`config.mk`:
```
export PLATFORM = sky130hd
export DESIGN_NAME = pc_fetch_ctrl_flat
export DESIGN_NICKNAME = d
export VERILOG_FILES = /design/src/rtl/pc_fetch_ctrl_if.sv /design/src/rtl/pc_fetch_ctrl.sv /design/src/flat_wrapper.sv
export SDC_FILE = /design/constraint.sdc
export NUM_CORES = 1
export LEC_CHECK = 0
export BUFFER_PORTS_ARGS = -buffer_cell sky130_fd_sc_hd__buf_4
export CORE_ASPECT_RATIO = 0.6
export CORE_MARGIN = 10
export CORE_UTILIZATION = 46
export CTS_BUF_LIST = sky130_fd_sc_hd__clkbuf_4
export DETAILED_ROUTE_END_ITERATION = 10
export PLACE_DENSITY = 0.86
export SLEW_MARGIN = 20
export SYNTH_ARGS = -nofsm -noshare
export SYNTH_HDL_FRONTEND = slang
export SYNTH_SLANG_ARGS = --single-unit
```
`constraint.sdc`:
```
create_clock -name clk -period 4.2 [get_ports clk]
set_clock_uncertainty 0.15 [all_clocks]
set_input_delay 0.21 -clock clk [delete_from_list [all_inputs] [get_ports clk]]
set_output_delay 0.21 -clock clk [all_outputs]
set_load 0.05 [all_outputs]
```
`src/rtl/pc_fetch_ctrl_if.sv`:
```
// Instruction-memory fetch bus between pc_fetch_ctrl (master) and instruction memory (slave).
interface pc_fetch_ctrl_if;
   logic        imem_req_o;
   logic [31:0] imem_addr_o;
   logic        imem_ack_i;
   logic [31:0] imem_rdata_i;

   modport master (output imem_req_o, imem_addr_o, input imem_ack_i, imem_rdata_i);
   modport slave  (input imem_req_o, imem_addr_o, output imem_ack_i, imem_rdata_i);
endinterface

```
`src/rtl/pc_fetch_ctrl.sv`:
```
// Fetch-stage PC sequencer: imem req/ack handshake, decode hold, redirect/exception/eret steering.
// Optional macro PC_ALIGN_CHECK_EN turns misaligned redirect/eret targets into exception entry.
module pc_fetch_ctrl #(
   parameter logic [31:0] RESET_PC   = 32'h0000_3000,
   parameter logic [31:0] EXC_VECTOR = 32'h0000_4180
) (
   input  logic                   clk,
   input  logic                   reset,
   input  logic [31:0]            pc_i,
   input  logic [31:0]            pcplus_i,
   output logic [31:0]            npc_o,
   output logic                   pc_en_o,
   pc_fetch_ctrl_if.master        imem,
   input  logic                   stall_i,
   input  logic                   redirect_i,
   input  logic [31:0]            redirect_pc_i,
   input  logic                   exc_i,
   input  logic [31:0]            exc_pc_i,
   input  logic                   eret_i,
   output logic                   if_valid_o,
   output logic [31:0]            if_instr_o,
   output logic [31:0]            if_pc_o,
   output logic [31:0]            epc_o,
   output logic                   adel_o
);

   typedef enum logic [1:0] {IDLE = 2'd0, REQ = 2'd1, HOLD = 2'd2, DRAIN = 2'd3} state_t;

   state_t      state_r, state_nxt_s;
   logic [31:0] drain_addr_r, if_instr_r, if_pc_r, epc_r;
   logic        if_valid_r;
   logic        ev_s, misalign_s, pc_en_s, capture_s, drain_load_s, valid_nxt_s;
   logic [31:0] raw_target_s, target_s;

   // Event detection and target selection, exc > eret > redirect
   always_comb begin
      ev_s = (state_r != IDLE) && (exc_i || eret_i || redirect_i);
      if (exc_i) begin
         raw_target_s = EXC_VECTOR;
      end else if (eret_i) begin
         raw_target_s = epc_r;
      end else begin
         raw_target_s = redirect_pc_i;
      end
`ifdef PC_ALIGN_CHECK_EN
      misalign_s = !exc_i && (raw_target_s[1:0] != 2'b00);
`else
      misalign_s = 1'b0;
`endif
      if (misalign_s) begin
         target_s = EXC_VECTOR;
      end else begin
         target_s = raw_target_s;
      end
   end

   // Next-state and handshake decisions
   always_comb begin
      state_nxt_s  = state_r;
      pc_en_s      = 1'b0;
      capture_s    = 1'b0;
      drain_load_s = 1'b0;
      valid_nxt_s  = if_valid_r;
      case (state_r)
         IDLE: begin
            state_nxt_s = REQ;
         end
         REQ: begin
            if (ev_s) begin
               pc_en_s     = 1'b1;
               valid_nxt_s = 1'b0;
               if (imem.imem_ack_i) begin
                  state_nxt_s = REQ;
               end else begin
                  // the outstanding request is now stale; wait it out at its own address
                  drain_load_s = 1'b1;
                  state_nxt_s  = DRAIN;
               end
            end else if (imem.imem_ack_i) begin
               capture_s   = 1'b1;
               valid_nxt_s = 1'b1;
               if (stall_i) begin
                  state_nxt_s = HOLD;
               end else begin
                  pc_en_s = 1'b1;
               end
            end else if (!stall_i) begin
               valid_nxt_s = 1'b0;
            end else begin
               valid_nxt_s = if_valid_r;
            end
         end
         HOLD: begin
            if (ev_s || !stall_i) begin
               pc_en_s     = 1'b1;
               valid_nxt_s = 1'b0;
               state_nxt_s = REQ;
            end else begin
               state_nxt_s = HOLD;
            end
         end
         DRAIN: begin
            if (ev_s) begin
               pc_en_s     = 1'b1;
               valid_nxt_s = 1'b0;
            end else begin
               valid_nxt_s = if_valid_r;
            end
            if (imem.imem_ack_i) begin
               state_nxt_s = REQ;
            end else begin
               state_nxt_s = DRAIN;
            end
         end
         default: begin
            state_nxt_s = IDLE;
         end
      endcase
   end

   // State and fetch-side registers
   always_ff @(posedge clk or posedge reset) begin
      if (reset) begin
         state_r      <= IDLE;
         drain_addr_r <= 32'h0000_0000;
         if_valid_r   <= 1'b0;
         if_instr_r   <= 32'h0000_0000;
         if_pc_r      <= RESET_PC;
         epc_r        <= RESET_PC;
      end else begin
         state_r    <= state_nxt_s;
         if_valid_r <= valid_nxt_s;
         if (drain_load_s) begin
            drain_addr_r <= pc_i;
         end
         if (capture_s) begin
            if_instr_r <= imem.imem_rdata_i;
            if_pc_r    <= pc_i;
         end
         if (ev_s && exc_i) begin
            epc_r <= exc_pc_i;
         end else if (ev_s && misalign_s) begin
            epc_r <= raw_target_s;
         end
      end
   end

`ifdef PC_ALIGN_CHECK_EN
   logic adel_r;

   // One-cycle address-error pulse after a misaligned target is replaced
   always_ff @(posedge clk or posedge reset) begin
      if (reset) begin
         adel_r <= 1'b0;
      end else begin
         adel_r <= ev_s && misalign_s;
      end
   end
   assign adel_o = adel_r;
`else
   assign adel_o = 1'b0;
`endif

   assign npc_o            = ev_s ? target_s : pcplus_i;
   assign pc_en_o          = pc_en_s;
   assign imem.imem_req_o  = (state_r == REQ) || (state_r == DRAIN);
   assign imem.imem_addr_o = (state_r == DRAIN) ? drain_addr_r : pc_i;
   assign if_valid_o       = if_valid_r;
   assign if_instr_o       = if_instr_r;
   assign if_pc_o          = if_pc_r;
   assign epc_o            = epc_r;

endmodule
```
`src/flat_wrapper.sv`:
```
// flat-port wrapper written by rule: the top's interface ports become plain ports
module pc_fetch_ctrl_flat 
#(
   parameter logic [31:0] RESET_PC   = 32'h0000_3000,
   parameter logic [31:0] EXC_VECTOR = 32'h0000_4180
)
  (clk, reset, pc_i, pcplus_i, npc_o, pc_en_o, stall_i, redirect_i, redirect_pc_i, exc_i, exc_pc_i, eret_i, if_valid_o, if_instr_o, if_pc_o, epc_o, adel_o, imem_imem_req_o, imem_imem_addr_o, imem_imem_ack_i, imem_imem_rdata_i);
  pc_fetch_ctrl_if imem_i ();
  input  logic clk;
  input  logic reset;
  input  logic [31:0] pc_i;
  input  logic [31:0] pcplus_i;
  output logic [31:0] npc_o;
  output logic pc_en_o;
  input  logic stall_i;
  input  logic redirect_i;
  input  logic [31:0] redirect_pc_i;
  input  logic exc_i;
  input  logic [31:0] exc_pc_i;
  input  logic eret_i;
  output logic if_valid_o;
  output logic [31:0] if_instr_o;
  output logic [31:0] if_pc_o;
  output logic [31:0] epc_o;
  output logic adel_o;
  output wire logic [$bits(imem_i.imem_req_o)-1:0] imem_imem_req_o;
  output wire logic [$bits(imem_i.imem_addr_o)-1:0] imem_imem_addr_o;
  input wire logic [$bits(imem_i.imem_ack_i)-1:0] imem_imem_ack_i;
  input wire logic [$bits(imem_i.imem_rdata_i)-1:0] imem_imem_rdata_i;
  assign imem_imem_req_o = imem_i.imem_req_o;
  assign imem_imem_addr_o = imem_i.imem_addr_o;
  assign imem_i.imem_ack_i = imem_imem_ack_i;
  assign imem_i.imem_rdata_i = imem_imem_rdata_i;
  pc_fetch_ctrl #(.RESET_PC(RESET_PC), .EXC_VECTOR(EXC_VECTOR)) u_core (.clk(clk), .reset(reset), .pc_i(pc_i), .pcplus_i(pcplus_i), .npc_o(npc_o), .pc_en_o(pc_en_o), .imem(imem_i), .stall_i(stall_i), .redirect_i(redirect_i), .redirect_pc_i(redirect_pc_i), .exc_i(exc_i), .exc_pc_i(exc_pc_i), .eret_i(eret_i), .if_valid_o(if_valid_o), .if_instr_o(if_instr_o), .if_pc_o(if_pc_o), .epc_o(epc_o), .adel_o(adel_o));
endmodule
```
==> results of run 1 <==
## kinds of logic after synthesis
| kind of cell | count (synthesis) |
|---|---|
| buffers and inverters | 36 |
| DFF | 131 |
| other | 1 |
| muxes | 190 |
| and+or+nand+nor | 47 |
| AOI/OAI and AO/OA | 43 |
## final timing paths
path	to	slack, ns	cells after the start	start
setup reg to reg	u_core.if_instr_o[21]	1.69	3	u_core.state_r[0]
hold reg to reg	u_core.if_pc_o[22]	0.35	1	u_core.if_pc_o[22]
max in group asynchronous	u_core.epc_o[12]	2.62	4	reset
hold / removal	u_core.epc_o[28]	0.19	3	exc_i
min in group asynchronous	u_core.epc_o[10]	0.26	3	reset
setup / recovery	npc_o[6]	1.43	5	u_core.state_r[0]
## layer usage
metal | share of wire [%] | routed length, µm | track usage (%) | vias up
li1 | - | - | - | 2445
met1 | 37 | 9190 | 27.9 | 2761
met2 | 51 | 12500 | 45.2 | 259
met3 | 8.7 | 2160 | 9.30 | 57
met4 | 3.4 | 831 | 10.6 | 0
met5 | 0 | 0 | 0 | -
## sequential cells by signal, indices dropped and copies added, names as in the netlist
signal and cells:
u_core.drain_addr_r 32, u_core.if_valid_o 1, u_core.state_r 2, u_core.if_instr_o 32, u_core.epc_o 32, u_core.if_pc_o 32
## layout make-up
type,instances,area [µm²]
Sequential cell,131,3280
Tap cell,170,213
Multi-Input combinational cell,281,2660
Antenna cell,1,2.50
Fill cell,791,2970
Clock buffer,18,135
Clock inverter,14,155
Timing Repair Buffer,434,3510
Inverter,2,10.0
## Yosys cell counts
library cell / number
nor2_1: 2
inv_1: 2
dfstp_2: 4
buf_2: 5
nand2b_1: 2
o32ai_2: 1
nand3b_1: 1
a21oi_1: 1
or3_1: 1
mux2_1: 29
nand3_2: 1
buf_1: 3
buf_4: 5
mux2_2: 132
mux2i_1: 29
nor2_8: 1
a211oi_1: 3
nand2_1: 35
o22a_1: 1
o31ai_1: 29
dfrtp_1: 127
nor2b_1: 4
clkbuf_1: 15
conb_1: 1
o21ai_1: 1
o21ai_0: 5
a22oi_1: 1
buf_6: 6
a211o_1: 1
## per-stage QoR
stage / area [µm²] / worst slack [ns] / power [mW] / utilization [%] / hold WS, ns
final: 9970 / 1.43 / 4.67 / 77.1 / 0.186
after global routing: 9970 / 1.28 / 4.86 / 77.1 / 0.133
after CTS: 9960 / 1.44 / 4.67 / 77.0 / 0.131
after detailed placement: 8670 / 1.47 / 3.73 / 67.1 / 0.261
after global placement: 8670 / 1.57 / 3.68 / 67.1 / 0.235
after floorplan: 6130 / 0.349 / 3.00 / - / 0.195
## repair_timing
action | CTS | global route
hold endpoints to repair | 184 | 0
setup buffers | 0 | 0
hold buffers | 100 | 0
## worst reg2reg max path, cell delays in order (launching register included)
cell      delay [ns]
dfrtp_1         0.64
nand3b_1        0.28
nor2_8          0.86
mux2_1          0.49
## power groups by stage
| stage | Combinational, mW | Clock, mW | Sequential, mW |
|---|---|---|---|
| 2_1_floorplan | 0.674 | 0 | 2.32 |
| 3_3_place_gp | 2.01 | 0 | 1.66 |
| 3_5_place_dp | 2.05 | 0 | 1.68 |
| 4_1_cts | 2.13 | 0.886 | 1.66 |
| 5_1_grt | 2.22 | 0.947 | 1.70 |
| 6_report | 2.14 | 0.868 | 1.67 |
==> flow_summary_export.csv, run 1 <==
group,metric,value,unit
status,status,"complete, no violations",
route,vias,5522,
die,die_w,169,µm
setup_path,crit_required,3.84,ns
pwr,p_int,2.63,mW
synthesis,synth_compound_area_share,5.16,%
place,gp_congestion,0.904,
synthesis,synth_area_per_cell,13.7,µm²
grt,antenna_found_initial,1,
synthesis,syn-num-nets,615,
setup_path,critPathTopFamily,"buffers and inverters",
setup_path,start_kind,"flop",
synthesis,synth_seq_area_share,53.5,%
route,firstDrtPassIters,5,
synthesis,ys_types,29,
setup_path,critical_path.max_stage_delay,0.56,ns
timing,max_slew.worst_pin.slew,1.09,ns
die,die_h,109,µm
pwr,p_sw,2.04,mW
synthesis,muxShareOfSynthArea,34.3,%
pwr,p_comb_share,45.7,%
die,rows,32,
place,placed_cells,918,
timing,period_minus_slack,2.77,ns
layout,drive_above_1_share,57.6,%
grt,globalRouteTotalUtil,25.6,%
die,die_area,0.0185,mm²
clock_tree,clkLatencyLatePin,0.47,ns
synthesis,synth_xor_area_share,0,%
clock_tree,cts_inserted_buffers,17,
clock_tree,clk_pin_slew_worst_paths,0.11,ns
synthesis,yosysTopAreaCellShare,51.8,%
synthesis,synthTopCellsByArea,"dfrtp_1 (52%), mux2_2 (24%), mux2_1 (5.3%)",
timing,post-route-period-util,65.9,%
layout,fin_cells,1051,
setup_path,end_kind,"output port",
pwr,ir_drop,0.306,mV
timing,hold_viol,0,
pwr,pwr-share-clk,18.6,%
grt,grt_pass1_vias,6093,
clock_tree,cts.root.buffer_cell,"clkbuf_4",
clock_tree,cts_resized,0,
setup_path,path_cells,"o32ai_4, buf_4, nand2_1, o31ai_1, buf_4",
pwr,power_frac_seq,35.7,%
layout,final_common_cell,"buf_4",
route,wire_per_inst,23.5,µm
grt,grt_overflow,0,
synthesis,yosysWarningCount,0,
setup_path,critPathSlowestCell,"dfrtp_1",
grt,grt_pass1_wl,36900,µm
synthesis,synth_top_family_by_area,"multiplexers",
run,maxCapViolCount,0,
route,vias_per_cell,5.25,
place,hpwl,17300,µm
timing,finalSetupViolCount,0,
die,core_area,0.0129,mm²
timing,tns,0,ns
route,wirelength,24700,µm
timing,grt_setup_unrepaired,"false",
clock_tree,h-tree-depth,4,
route,drt_iter0_drc,310,
setup_path,arrival,2.41,ns
timing,fmax,0.361,GHz
place,port_buffers,329,
synthesis,synthCells,448,
clock_tree,clock_path_buffers,2,
die,io_pins,331,
synthesis,synth_top_area_cell,"dfrtp_1",
pwr,p_leak,4.76,nW
synthesis,synthSimpleGateAreaFrac,3.59,%
route,drc,0,
synthesis,synth.cell_area,0.00613,mm²
clock_tree,cts_tree,"yes",
synthesis,synth-seq-cells,131,
layout,syn_to_final_growth,62.5,%
setup_path,critical_path_class,"reg2out",
layout,layout_common_cells,"buf_4 (334), mux2_2 (132), dfrtp_1 (127)",
grt,grt_max_degree,65,
timing,timing.slew.headroom,27.5,%
min_path,hold_class,"in2reg",
timing,slew_viol_final,0,
setup_path,worst-path-max-fanout,64,
clock_tree,clkSinkCount,131,
die,initial_core_util,47.4,%
setup_path,path_buf_inv,2,
route,postRouteAntennaNets,0,
pwr,powerDensity,469,mW/mm²
pwr,switching_share,43.7,%
synthesis,yosys.area_share.adder,0,%
setup_path,path_common_cell,"buf_4",
layout,nNetsFinal,1034,
Power figures use the tool's default switching activity.
==> run 2, diff against run 1 <==
clock period = 2.55 ns   (was 4.2 ns; I/O delays follow)
==> flow_summary_export.csv, run 2 (synthesis results as in run 1) <==
group,metric,value,unit
status,status,"complete, no violations",
clock_tree,cts.root.buffer_cell,"clkbuf_4",
clock_tree,clkLatencyLatePin,0.48,ns
setup_path,arrival,2.09,ns
place,gp_congestion,0.919,
grt,grt_pass1_vias,6033,
setup_path,critical_path_class,"reg2out",
route,wirelength,24000,µm
setup_path,start_kind,"flop",
pwr,ir_drop,0.509,mV
grt,antenna_found_initial,2,
setup_path,path_cells,"o32ai_4, buf_12, o31ai_1, buf_4",
clock_tree,clkSinkCount,131,
clock_tree,cts_tree,"yes",
min_path,hold_class,"in2reg",
grt,grt_pass1_wl,36200,µm
timing,slew_viol_final,0,
place,placed_cells,923,
route,postRouteAntennaNets,0,
setup_path,worst-path-max-fanout,64,
layout,fin_cells,1055,
route,firstDrtPassIters,5,
grt,grt_max_degree,76,
die,rows,32,
clock_tree,clk_pin_slew_worst_paths,0.12,ns
route,drc,0,
pwr,powerDensity,760,mW/mm²
layout,design_area,0.0100,mm²
die,initial_core_util,47.4,%
timing,fin_ws,0.181,ns
setup_path,end_kind,"output port",
die,io_pins,331,
layout,layout_common_cells,"buf_4 (334), mux2_2 (132), dfrtp_1 (126)",
grt,globalRouteTotalUtil,25.2,%
route,vias_per_cell,5.19,
setup_path,crit_required,2.27,ns
run,maxCapViolCount,0,
place,post-place-ws,0.483,ns
timing,period_minus_slack,2.37,ns
timing,timing.slew.headroom,53.0,%
place,hpwl,17200,µm
timing,fmax,0.422,GHz
timing,grt_setup_unrepaired,"false",
timing,tns,0,ns
place,port_buffers,329,
layout,fill_cells,785,
timing,timing.hold.ws,0.147,ns
timing,hold_viol,0,
layout,drive_above_1_share,57.9,%
layout,nNetsFinal,1038,
pwr,total_power,7.64,mW
place,place_area,0.00878,mm²
timing,post-route-period-util,92.9,%
route,wire_per_inst,22.8,µm
setup_path,critical_path.max_stage_delay,0.58,ns
timing,finalSetupViolCount,0,
clock_tree,h-tree-depth,4,
layout,final_common_cell,"buf_4",
clock_tree,cts_inserted_buffers,17,
clock_tree,clock_path_buffers,2,
route,drt_iter0_drc,352,
die,die_w,169,µm
die,die_area,0.0185,mm²
die,core_area,0.0129,mm²
layout,utilization,77.7,%
grt,grt_overflow,0,
setup_path,critPathSlowestCell,"dfrtp_1",
layout,syn_to_final_growth,63.8,%
timing,max_slew.worst_pin.slew,0.705,ns
die,die_h,109,µm
route,vias,5473,
pwr,p_leak,4.78,nW
-- run 2: cell types whose count changed in the layout (fill, tap and decap cells not counted), sizes merged --
cell	change
buf	+5
clkbuf	-1
clkinvlp	+2
diode	+1
dlygate4sd3	-1
inv	-2
-- run 2: area by class of cell --
| type | count | area [µm²] | share of cell area, % |
|---|---|---|---|
| Clock buffer | 17 | 128 | 1.27 |
| Sequential cell | 131 | 3280 | 32.7 |
| Tap cell | 170 | 213 | 2.12 |
| Antenna cell | 2 | 5.00 | 0.0498 |
| Clock inverter | 14 | 140 | 1.40 |
| Inverter | 2 | 11.3 | 0.112 |
| Multi-Input combinational cell | 281 | 2660 | 26.5 |
| Timing Repair Buffer | 438 | 3600 | 35.8 |
-- run 2: critical path: cells and delay by family, from the launching register on --
kind,cells,cell delay [ns]
compound gates,2,0.51
buf+inv,2,0.49
flops,1,0.58
-- run 2: timing repair --
item	in CTS	in global routing
setup endpoints to repair	0	4
endpoints found under the hold margin	262	0
buffers inserted	0	0
hold buffers	99	0
gates resized for setup	0	1
-- run 2: power by group --
part | internal (mW) | switching [mW]
Combinational | 1.25 | 2.27
Clock | 0.572 | 0.786
Sequential | 2.49 | 0.274
Total | 4.31 | 3.33
-- run 2: path summary, 6_finish.rpt --
path / slack [ns] / startpoint / to / cells past startpoint
worst max-delay path: 0.18 / u_core.state_r[1] / npc_o[5] / 4
worst min-delay path: 0.15 / redirect_i / u_core.state_r[0] / 3
worst max register to register: 0.52 / u_core.state_r[1] / u_core.if_instr_o[19] / 4
worst min register to register: 0.36 / u_core.if_pc_o[24] / u_core.if_pc_o[24] / 1
max in group asynchronous: 1.44 / reset / u_core.state_r[0] / 4
min in group asynchronous: 0.16 / reset / u_core.epc_o[14] / 4
-- run 2: metal layers --
| layer | wire, µm | vias up | global-route usage, % | share of wire (%) |
|---|---|---|---|---|
| li1 | - | 2468 | - | - |
| met1 | 8900 | 2736 | 26.8 | 37 |
| met2 | 12300 | 226 | 45.4 | 51 |
| met3 | 2200 | 43 | 9.84 | 9.2 |
| met4 | 601 | 0 | 9.02 | 2.5 |
| met5 | 0 | - | 0 | 0 |
